<file path="config.mk">
export PLATFORM = sky130hd
export DESIGN_NAME = demux_1to2_3b_buf
export DESIGN_NICKNAME = d
export VERILOG_FILES = /design/src/rtl/risc_pkg.sv /design/src/rtl/sync_fifo_sm.sv /design/src/rtl/demux_1to2_3b_buf.sv
export SDC_FILE = /design/constraint.sdc
export NUM_CORES = 1
export LEC_CHECK = 0
export CAP_MARGIN = 25
export CORE_MARGIN = 2
export CORE_UTILIZATION = 30
export CTS_CLUSTER_SIZE = 25
export DETAILED_ROUTE_END_ITERATION = 16
export PLACE_DENSITY_LB_ADDON = 0.2
export RECOVER_POWER = 25
export SLEW_MARGIN = 30
export SYNTH_ARGS = -nofsm -noshare
export SYNTH_HDL_FRONTEND = slang
export SYNTH_SLANG_ARGS = --single-unit
</file>
<file path="constraint.sdc">
create_clock -name clk -period 2.1 [get_ports clk]
set_input_delay 0.42 -clock clk [delete_from_list [all_inputs] [get_ports clk]]
set_output_delay 0.42 -clock clk [all_outputs]
set_load 0.05 [all_outputs]
</file>
<file path="src/rtl/risc_pkg.sv">
// Shared datapath constants for the token steering blocks.
// Token width, output select encodings and statistics counter width.
package risc_pkg;

   localparam int   DATA_W_TOKEN = 3;
   localparam logic SEL_OUT0     = 1'b0;
   localparam logic SEL_OUT1     = 1'b1;
   localparam int   STATS_W      = 16;

endpackage

</file>
<file path="src/rtl/sync_fifo_sm.sv">
// Single-clock FIFO with push/pop handshake, full/empty flags and an occupancy count.
// DEPTH must be a power of two so the pointers wrap by plain overflow.
module sync_fifo_sm #(
   parameter int DATA_W = 3,
   parameter int DEPTH  = 2
) (
   input  logic              clk,
   input  logic              rst,
   input  logic              push,
   input  logic [DATA_W-1:0] push_data,
   input  logic              pop,
   output logic              full,
   output logic              empty,
   output logic [DATA_W-1:0] head
);

   localparam int AW = (DEPTH > 1) ? $clog2(DEPTH) : 1;
   localparam logic [AW:0] FULL_CNT = (AW+1)'(DEPTH);

   logic [DATA_W-1:0] mem [DEPTH];
   logic [AW-1:0]     wr_ptr;
   logic [AW-1:0]     rd_ptr;
   logic [AW:0]       occ;
   logic              do_push;
   logic              do_pop;

   assign full    = (occ == FULL_CNT);
   assign empty   = (occ == '0);
   assign do_push = push && !full;
   assign do_pop  = pop && !empty;
   assign head    = mem[rd_ptr];

   always_ff @(posedge clk) begin
      if (rst) begin
         wr_ptr <= '0;
         rd_ptr <= '0;
         occ    <= '0;
         // NOTE: the storage is cleared too, because head is always visible and must read 0 after reset.
         for (int i = 0; i < DEPTH; i++) begin
            mem[i] <= '0;
         end
      end else begin
         if (do_push) begin
            mem[wr_ptr] <= push_data;
            wr_ptr      <= wr_ptr + 1'b1;
         end
         if (do_pop) begin
            rd_ptr <= rd_ptr + 1'b1;
         end
         case ({do_push, do_pop})
            2'b10:   occ <= occ + 1'b1;
            2'b01:   occ <= occ - 1'b1;
            default: occ <= occ;
         endcase
      end
   end

endmodule

</file>
<file path="src/rtl/demux_1to2_3b_buf.sv">
// Buffered 1-to-2 token demux: select steers each token into FIFO0 (ALU) or FIFO1 (load/store).
// Optional push/stall statistics are enabled with `define DEMUX_1TO2_STATS_EN.
module demux_1to2_3b_buf
   import risc_pkg::*;
#(
   parameter int DATA_W = DATA_W_TOKEN,
   parameter int DEPTH  = 2
) (
   input  logic              clk,
   input  logic              rst,
   input  logic              in_valid,
   output logic              in_ready,
   input  logic [DATA_W-1:0] in_data,
   input  logic              select,
   output logic              out0_valid,
   input  logic              out0_ready,
   output logic [DATA_W-1:0] out0_data,
   output logic              out1_valid,
   input  logic              out1_ready,
   output logic [DATA_W-1:0] out1_data
`ifdef DEMUX_1TO2_STATS_EN
   ,
   output logic [STATS_W-1:0] cnt0,
   output logic [STATS_W-1:0] cnt1,
   output logic [STATS_W-1:0] stall_cnt
`endif
);

   logic full0, full1;
   logic empty0, empty1;
   logic push0, push1;

   // in_ready looks only at the selected FIFO; a pop in the same cycle does not free a slot early.
   always_comb begin
      in_ready = !full0;
      if (select == SEL_OUT1) begin
         in_ready = !full1;
      end
   end

   assign push0      = in_valid && in_ready && (select == SEL_OUT0);
   assign push1      = in_valid && in_ready && (select == SEL_OUT1);
   assign out0_valid = !empty0;
   assign out1_valid = !empty1;

   sync_fifo_sm #(.DATA_W(DATA_W), .DEPTH(DEPTH)) u_fifo0 (
      .clk       (clk),
      .rst       (rst),
      .push      (push0),
      .push_data (in_data),
      .pop       (out0_valid && out0_ready),
      .full      (full0),
      .empty     (empty0),
      .head      (out0_data)
   );

   sync_fifo_sm #(.DATA_W(DATA_W), .DEPTH(DEPTH)) u_fifo1 (
      .clk       (clk),
      .rst       (rst),
      .push      (push1),
      .push_data (in_data),
      .pop       (out1_valid && out1_ready),
      .full      (full1),
      .empty     (empty1),
      .head      (out1_data)
   );

`ifdef DEMUX_1TO2_STATS_EN
   // Counters wrap naturally at all-ones.
   always_ff @(posedge clk) begin
      if (rst) begin
         cnt0      <= '0;
         cnt1      <= '0;
         stall_cnt <= '0;
      end else begin
         if (push0) cnt0 <= cnt0 + 1'b1;
         if (push1) cnt1 <= cnt1 + 1'b1;
         if (in_valid && !in_ready) stall_cnt <= stall_cnt + 1'b1;
      end
   end
`endif

endmodule

</file>
==> run summary, run 1 <==
The clock drives 22 sinks. After synthesis, the cell types taking the most area are sky130_fd_sc_hd__edfxtp_1 35%, sky130_fd_sc_hd__dfxtp_1 19%, sky130_fd_sc_hd__mux2_2 6.6%. The die extent in x works out to 62.5 µm.

The total area inside the core boundary comes to 3310 µm². The number of routed nets with antenna violations came out at 0. The logs give 0 for the number of antenna violations at the first check in global routing and 0.529 ns for the worst hold slack after final layout. The routed design has 1.79 mm of wire. Clock tree synthesis inserted a total of 3 buffers. Headroom to the max-slew limit: 0.636. The vias after detailed routing is 679, and the utilization after layout is 0.397. The transition time at the pin with the least slew margin is 0.538 ns. The kind of critical path is primary input to flip-flop. Share of the cycle needed by the critical path after routing: 0.918. The run gives 2 as the maximum root-to-sink buffer count. The worst setup path is launched from a primary input.

The commonest cells after synthesis are 12 x sky130_fd_sc_hd__edfxtp_1, 10 x sky130_fd_sc_hd__dfxtp_1, 9 x sky130_fd_sc_hd__and2_1. After the flow finishes, the layout carries non-filler instances totaling 156. The reg-to-reg setup timing slack was 0.25 ns; the sequential cell area fraction in the yosys report was 0.546. Detailed placement finished with a half-perimeter wire length of 1.41 mm.

For the pin count of the biggest net entering global routing, the log shows 15. After the last flow step, the layout net total stands at 122. The tools report the clock skew after layout as 0.000819 ns.

The overflow left after global routing was 0; the number of synthesized flops with an enable pin was 12. Most common flop cell mapped by yosys: sky130_fd_sc_hd__edfxtp_1. The proportion of netlist area held by the largest area contributor is 0.351.

In this run the count of I/O pins placed on the die edge is 18. Buffers inserted to repair hold after CTS numbered 0. The endpoint identified for the worst register-to-register timing path is u_fifo0.occ[1].

For the number of max-slew violations in the final report, the log shows 0. Effective utilization at floorplan: 0.310. Setup repair after global routing left no endpoint under its margin. Counting every instance in the synthesized netlist gives 83.

When the netlist entered floorplanning its net count stood at 94. The launch point of the worst reg-to-reg path is u_fifo0.occ[0]. From synthesis to final layout, the design area changed by 27.9%. The slowest stage of the critical path is the sky130_fd_sc_hd__dlygate4sd3_1 cell. Dividing the detail-routed wire length by the instance count gives 11.5 µm. The worst setup path is captured at a flip-flop. TritonCTS built the clock tree.

The share of flip-flops with an asynchronous set or reset after synthesis came out at 0. The worst hold path begins at u_fifo1.rd_ptr. The first global-routing pass estimated 3.17 mm of wire. The final count of hold timing violations was 0; the total number of yosys warnings was 0. The fraction of final layout cells sized beyond drive strength 1 came out at 0.227.

The clock reaches the later pin of the worst-skew pair after 0.29 ns. The global-route total usage across every layer was 0.105; the power density normalized to cell area was 1060 nW/µm². Synthesis instantiated 29 different standard cells from the library. The average footprint of a synthesized cell was 12.4 µm²; the full die area was 3910 µm². From bottom edge to top edge, the die measures 62.5 µm. The number of cells on the worst reg-to-reg path is 5. At the end of routability-driven placement, the weighted congestion stood at 0.645. After synthesis the netlist holds a flip-flop and latch count of 22. Derived from the worst setup path, the maximum achievable clock frequency is 519 MHz. The setup TNS after final layout is 0 ns. The tools report the clock root buffer as sky130_fd_sc_hd__clkbuf_4.

The critical path goes through dlygate4sd3_1 -> or3b_1 -> ha_1 -> or3_1 -> a21oi_1. Input and output buffers added on the ports amount to 17. The min-delay analysis places its worst path in the category flip-flop to flip-flop. For this run, design rule violations remaining after detail routing come to 0. The hold-critical path depth was 2. Summed over all instances, the cell type with the most area after synthesis is sky130_fd_sc_hd__edfxtp_1.

After detailed routing, the number of vias per cell comes to 4.35. Along the worst path, the maximum fanout reaches 2. The run finished with clean final reports.

VDD sags by at most 0.000507 V. Data arrives at the worst endpoint at 2.16 ns. The tool flagged a number of max-cap violations equal to 0. The total of endpoints with negative setup slack in the final report is 0, and the shortest clock period the worst path allows after layout is 1.93 ns. Clock slew at the register clock pins of the worst setup and hold paths: 0.11 ns. The number of global-route vias before repair is 701, and the required time reported for the critical path endpoint is 2.33 ns.

In this run, placement finished with an instance count of 152. The layout has 366 filler cells. In this run the static leakage power is 0.547 nW. For the iteration-0 DRC count of the detailed router, the log shows 16.

The most common cell in the netlist was sky130_fd_sc_hd__edfxtp_1. The cell area that synthesis handed to floorplanning was 1030 µm². The total number of H-tree levels came out at 1. The first detailed-routing pass ran for 4 iterations.

Row generation in the floorplan step produced 21 rows. The number of diodes added for antenna fixing is 0, and the delay contributed by the slowest stage of the critical path is 0.54 ns.
-- repair_timing --
action / in CTS / in global routing
buffers inserted: 0 / 0
resized for setup: 8 / 0
endpoints found under the setup margin: 8 / 0
-- stage by stage --
step	setup slack [ns]	area, µm²	total power, mW
finish	0.171	1310	1.39
global route	0.112	1310	1.48
CTS	0.175	1330	1.42
detailed placement	-0.0793	1310	1.26
global placement	-0.000707	1310	1.25
floorplan	0.221	1030	1.05
-- worst max path at each step --
| stage | startpoint | to | slack (ns) | cells past startpoint |
|---|---|---|---|---|
| floorplan | u_fifo1.occ[0] | in_ready | 0.22 | 2 |
| global placement | in_valid | u_fifo0.occ[1] | -0.0007 | 5 |
| detailed placement | in_valid | u_fifo0.occ[1] | -0.08 | 5 |
| CTS | select | in_ready | 0.18 | 4 |
| global route | in_valid | u_fifo0.occ[1] | 0.11 | 6 |
| finish | in_valid | u_fifo0.occ[1] | 0.17 | 5 |
-- worst max-delay path: cells and delay by family --
family	cells	cell delay, ns
adder cells (fa/ha/maj)	1	0.30
AO/OA/AOI/OAI	1	0.15
buffers and inverters	1	0.54
AND/OR/NAND/NOR	2	0.75
-- cell usage in the layout (no fill, tap or decap), drive strengths merged, types with 3 or more instances in the layout --
cell type      count
edfxtp            12
and2              12
dfxtp             10
dlygate4sd2        8
buf                7
mux2               6
nor2               6
clkdlybuf4s50      5
or2                4
xnor2              4
clkbuf             4
dlygate4sd3        3
-- state kept, by name (all words and copies together) (netlist names), named ones only --
register,flops
u_fifo0.mem,6
u_fifo1.mem,6
u_fifo0.occ,2
u_fifo1.occ,2
u_fifo0.rd_ptr,1
u_fifo0.wr_ptr,1
u_fifo1.rd_ptr,1
u_fifo1.wr_ptr,1
-- power by group --
group	internal [mW]	leakage [nW]	switching, mW
clock	0.0691	0.0154	0.118
sequential	0.534	0.208	0.0601
combinational	0.250	0.324	0.357
total	0.853	0.547	0.535
-- routing by layer --
metal / track usage / up-vias / share of wire
met3: 0.0252 / 2 / 0.040
met5: 0 / - / 0
met2: 0.156 / 15 / 0.43
met4: 0.0500 / 0 / 0.012
li1: - / 350 / -
met1: 0.145 / 312 / 0.52
-- final cells by class --
type	count	area, µm²	share of cell area
flip-flops and latches	22	561	0.427
clock inverters	1	3.75	0.00286
repair buffers	24	223	0.170
clock buffers	3	22.5	0.0171
well taps	46	57.6	0.0438
multi-input cells	60	447	0.340
-- cell families (layout without fill, tap and decap cells) --
logic type,count (synthesis),in the layout,synth area share
simple gates,35,35,0.235
flops,22,22,0.546
compound gates,10,10,0.0646
mux,7,7,0.0755
xor+xnor,6,6,0.0512
fa+ha+maj,2,2,0.0244
buf+inv,1,28,0.00365
(Power assumes the default switching activity.)
==> inputs of run 2 (changes only) <==
Settings changed: CORE_UTILIZATION 30 to 54.
Clock period 2.1 ns to 2.4 ns, I/O delays scaled along.
==> run summary, run 2 (synthesized netlist as in run 1, its figures left out) <==
The number of placement rows was 15; the total cell area at the placement stage was 1250 µm². Along the worst hold path, the cell count comes to 2. The post-detailed-routing wire length was 1.82 mm; the clock net sink count was 22. The maximum root-to-sink buffer count is 2. Cell with the biggest individual delay on the critical path: sky130_fd_sc_hd__clkdlybuf4s50_1. Kind of critical path: flip-flop to output pin.

For this run, design rule violations remaining after detail routing come to 0. The number of antenna violations at the first check in global routing was 0; the height of the die was 47.6 µm. The final instance area is 1290 µm². The library cell used most frequently in the layout, excluding fill and tap cells, is sky130_fd_sc_hd__clkdlybuf4s50_1.

18 I/O pins were placed. For the utilization after layout, the log shows 0.730. For the pin with the worst max-slew slack, the measured transition is 0.566 ns. The final layout contains 117 nets. Leaving out fill and tap cells, the most frequent cells in the layout are 13 x sky130_fd_sc_hd__clkdlybuf4s50_1, 12 x sky130_fd_sc_hd__edfxtp_1, 10 x sky130_fd_sc_hd__dfxtp_1.

After clock tree synthesis, the repair step resized 0 gates. Setup repair after global routing left no endpoint under its margin. The total number of H-tree levels came out at 1. The run gives 0.213 as the clock share of power.

The count of cells along the worst register-to-register path came out at 5. For this design the total switching power over the nets is 484 µW. Clock-pin slew was measured on the worst setup and hold paths at 0.13 ns. The effective utilization at floorplan was 0.582; the proportion of total power due to net switching was 0.356.

Global-route total usage across every layer: 0.178. The signed area change from the synthesized netlist to the final layout is 25.3%. Static timing analysis puts the maximum clock frequency at 446 MHz.

Die extent in x: 47.6 µm. Entering global routing, the biggest net connects 15 pins. The logs give 0 for the number of max-slew violations in the final report and 0.617 for the headroom to the max-slew limit. The worst register-to-register path begins at u_fifo0.occ[0]. The fraction of final layout cells sized beyond drive strength 1 was 0.219; the iteration-0 DRC count of the detailed router was 5.

Power spread over the standard cell area amounts to 1060 nW/µm². For the worst setup path, the data arrival time is 1.76 ns. The largest single stage delay on the critical path is 0.70 ns. The shortest clock period the worst path allows after layout was 2.24 ns; the maximum vdd ir drop was 0.000824 V.

In the final layout, the registers with the most flip-flops are u_fifo0.mem x6, u_fifo1.mem x6. The setup fix buffers added after clock tree synthesis is 0, and the count of fill cells added during filler insertion is 145. The later pin in the worst-skew pair is clocked with a latency of 0.32 ns.

The startpoint identified for the worst hold timing path is u_fifo0.occ[1]. The detail route stage leaves a number of antenna-violating nets equal to 0. At the end of routability-driven placement, the weighted congestion stood at 0.649.

After detailed routing, the number of vias per cell comes to 5.22. The tool flagged a number of max-cap violations equal to 0. For this design, the CTS-stage hold fixing added 0 buffers. Setup violations remaining at the end of the flow were counted as 0.

CTS buffer count: 3. Internal power comes to 875 µW. The tools report the count of placed standard cells in the final layout, fillers left out as 130. STA classifies the critical path endpoint as an output pin. The overflow left after global routing is 0, and the worst path setup slack after routing is 0.157 ns. The die covers 2270 µm².

Of all nets on the critical path, the largest fanout is 3. STA classifies the critical path startpoint as a flip-flop. The core region is 1760 µm².

The portion of total power attributed to combinational logic was 0.402; the instance count after placement with tap cells included was 126. Share of the cycle needed by the critical path after routing: 0.935. Kind of path behind the tightest hold check: flip-flop to flip-flop. TritonCTS built the clock tree.

The logs give 0.385 for the sequential power share and 0.102 ns for the setup slack at placement. The final count of hold timing violations came out at 0. The gate family responsible for the most delay along the worst path was buffers and inverters. Dividing the detail-routed wire length by the instance count gives 14.0 µm. In this run the clock root is driven by a sky130_fd_sc_hd__clkbuf_4.

The number of input and output port buffers inserted was 17; the number of diodes added for antenna fixing was 0. Detailed routing inserted a total of 678 vias. The reg-to-reg setup timing slack is 0.53 ns, and the number of global-route vias before repair is 639. The first detailed-routing pass ran for 4 iterations. The endpoint identified for the worst register-to-register timing path is u_fifo0.occ[1].

Walking the worst path, the cells encountered are mux2_2 -> clkdlybuf4s50_1. The run finished with clean final reports. The analysis attributes to cell leakage a power of 0.509 nW.

Number of buffer and inverter stages on the critical path: 1. Final hold analysis gives a worst-case slack of 0.518 ns. The total chip power was 1.36 mW.

The HPWL after detailed placement is 1.33 mm. The run gives 1.92 ns as the required time reported for the critical path endpoint. The setup TNS after final layout was 0 ns. The tools report the end point of the most critical hold path as u_fifo0.occ[1].

The logs give 0.00995 ns for the clock skew after layout and 2.72 mm for the wire length of the first global-routing pass.
[run 2: how the worst max path moves through the flow]
stage | to | slack (ns) | cells past startpoint
2_1_floorplan | in_ready | 0.46 | 2
3_3_place_gp | u_fifo0.occ[1] | 0.15 | 5
3_5_place_dp | u_fifo0.occ[1] | 0.10 | 5
4_1_cts | out1_data[1] | 0.15 | 2
5_1_grt | out0_data[1] | 0.1 | 2
6_report | out1_data[1] | 0.16 | 2
[run 2: metal layers]
layer | vias to the layer above | track usage | routed length, µm
li1 | 338 | - | -
met5 | - | 0 | 0
met1 | 308 | 0.187 | 756
met2 | 28 | 0.346 | 952
met3 | 4 | 0.0377 | 83
met4 | 0 | 0.0649 | 28
[run 2: power by group through the flow]
stage               combinational (mW)  sequential, mW  clock [mW]
global route                     0.586           0.530       0.298
detailed placement               0.552           0.533           0
floorplan                        0.402           0.517           0
CTS                              0.557           0.525       0.287
global placement                 0.542           0.528           0
finish                           0.546           0.523       0.290
[run 2: final cells by class]
type,count,area [µm²],share of cell area
repair buffers,19,195,0.152
well taps,25,31.3,0.0243
flip-flops and latches,22,561,0.435
clock inverters,1,30.0,0.0233
multi-input cells,60,448,0.348
clock buffers,3,22.5,0.0175
[run 2: worst min-delay path: cells and delay by family (launching register included)]
kind	cells	cell delay, ns
compound gates	2	0.13
flops	1	0.35
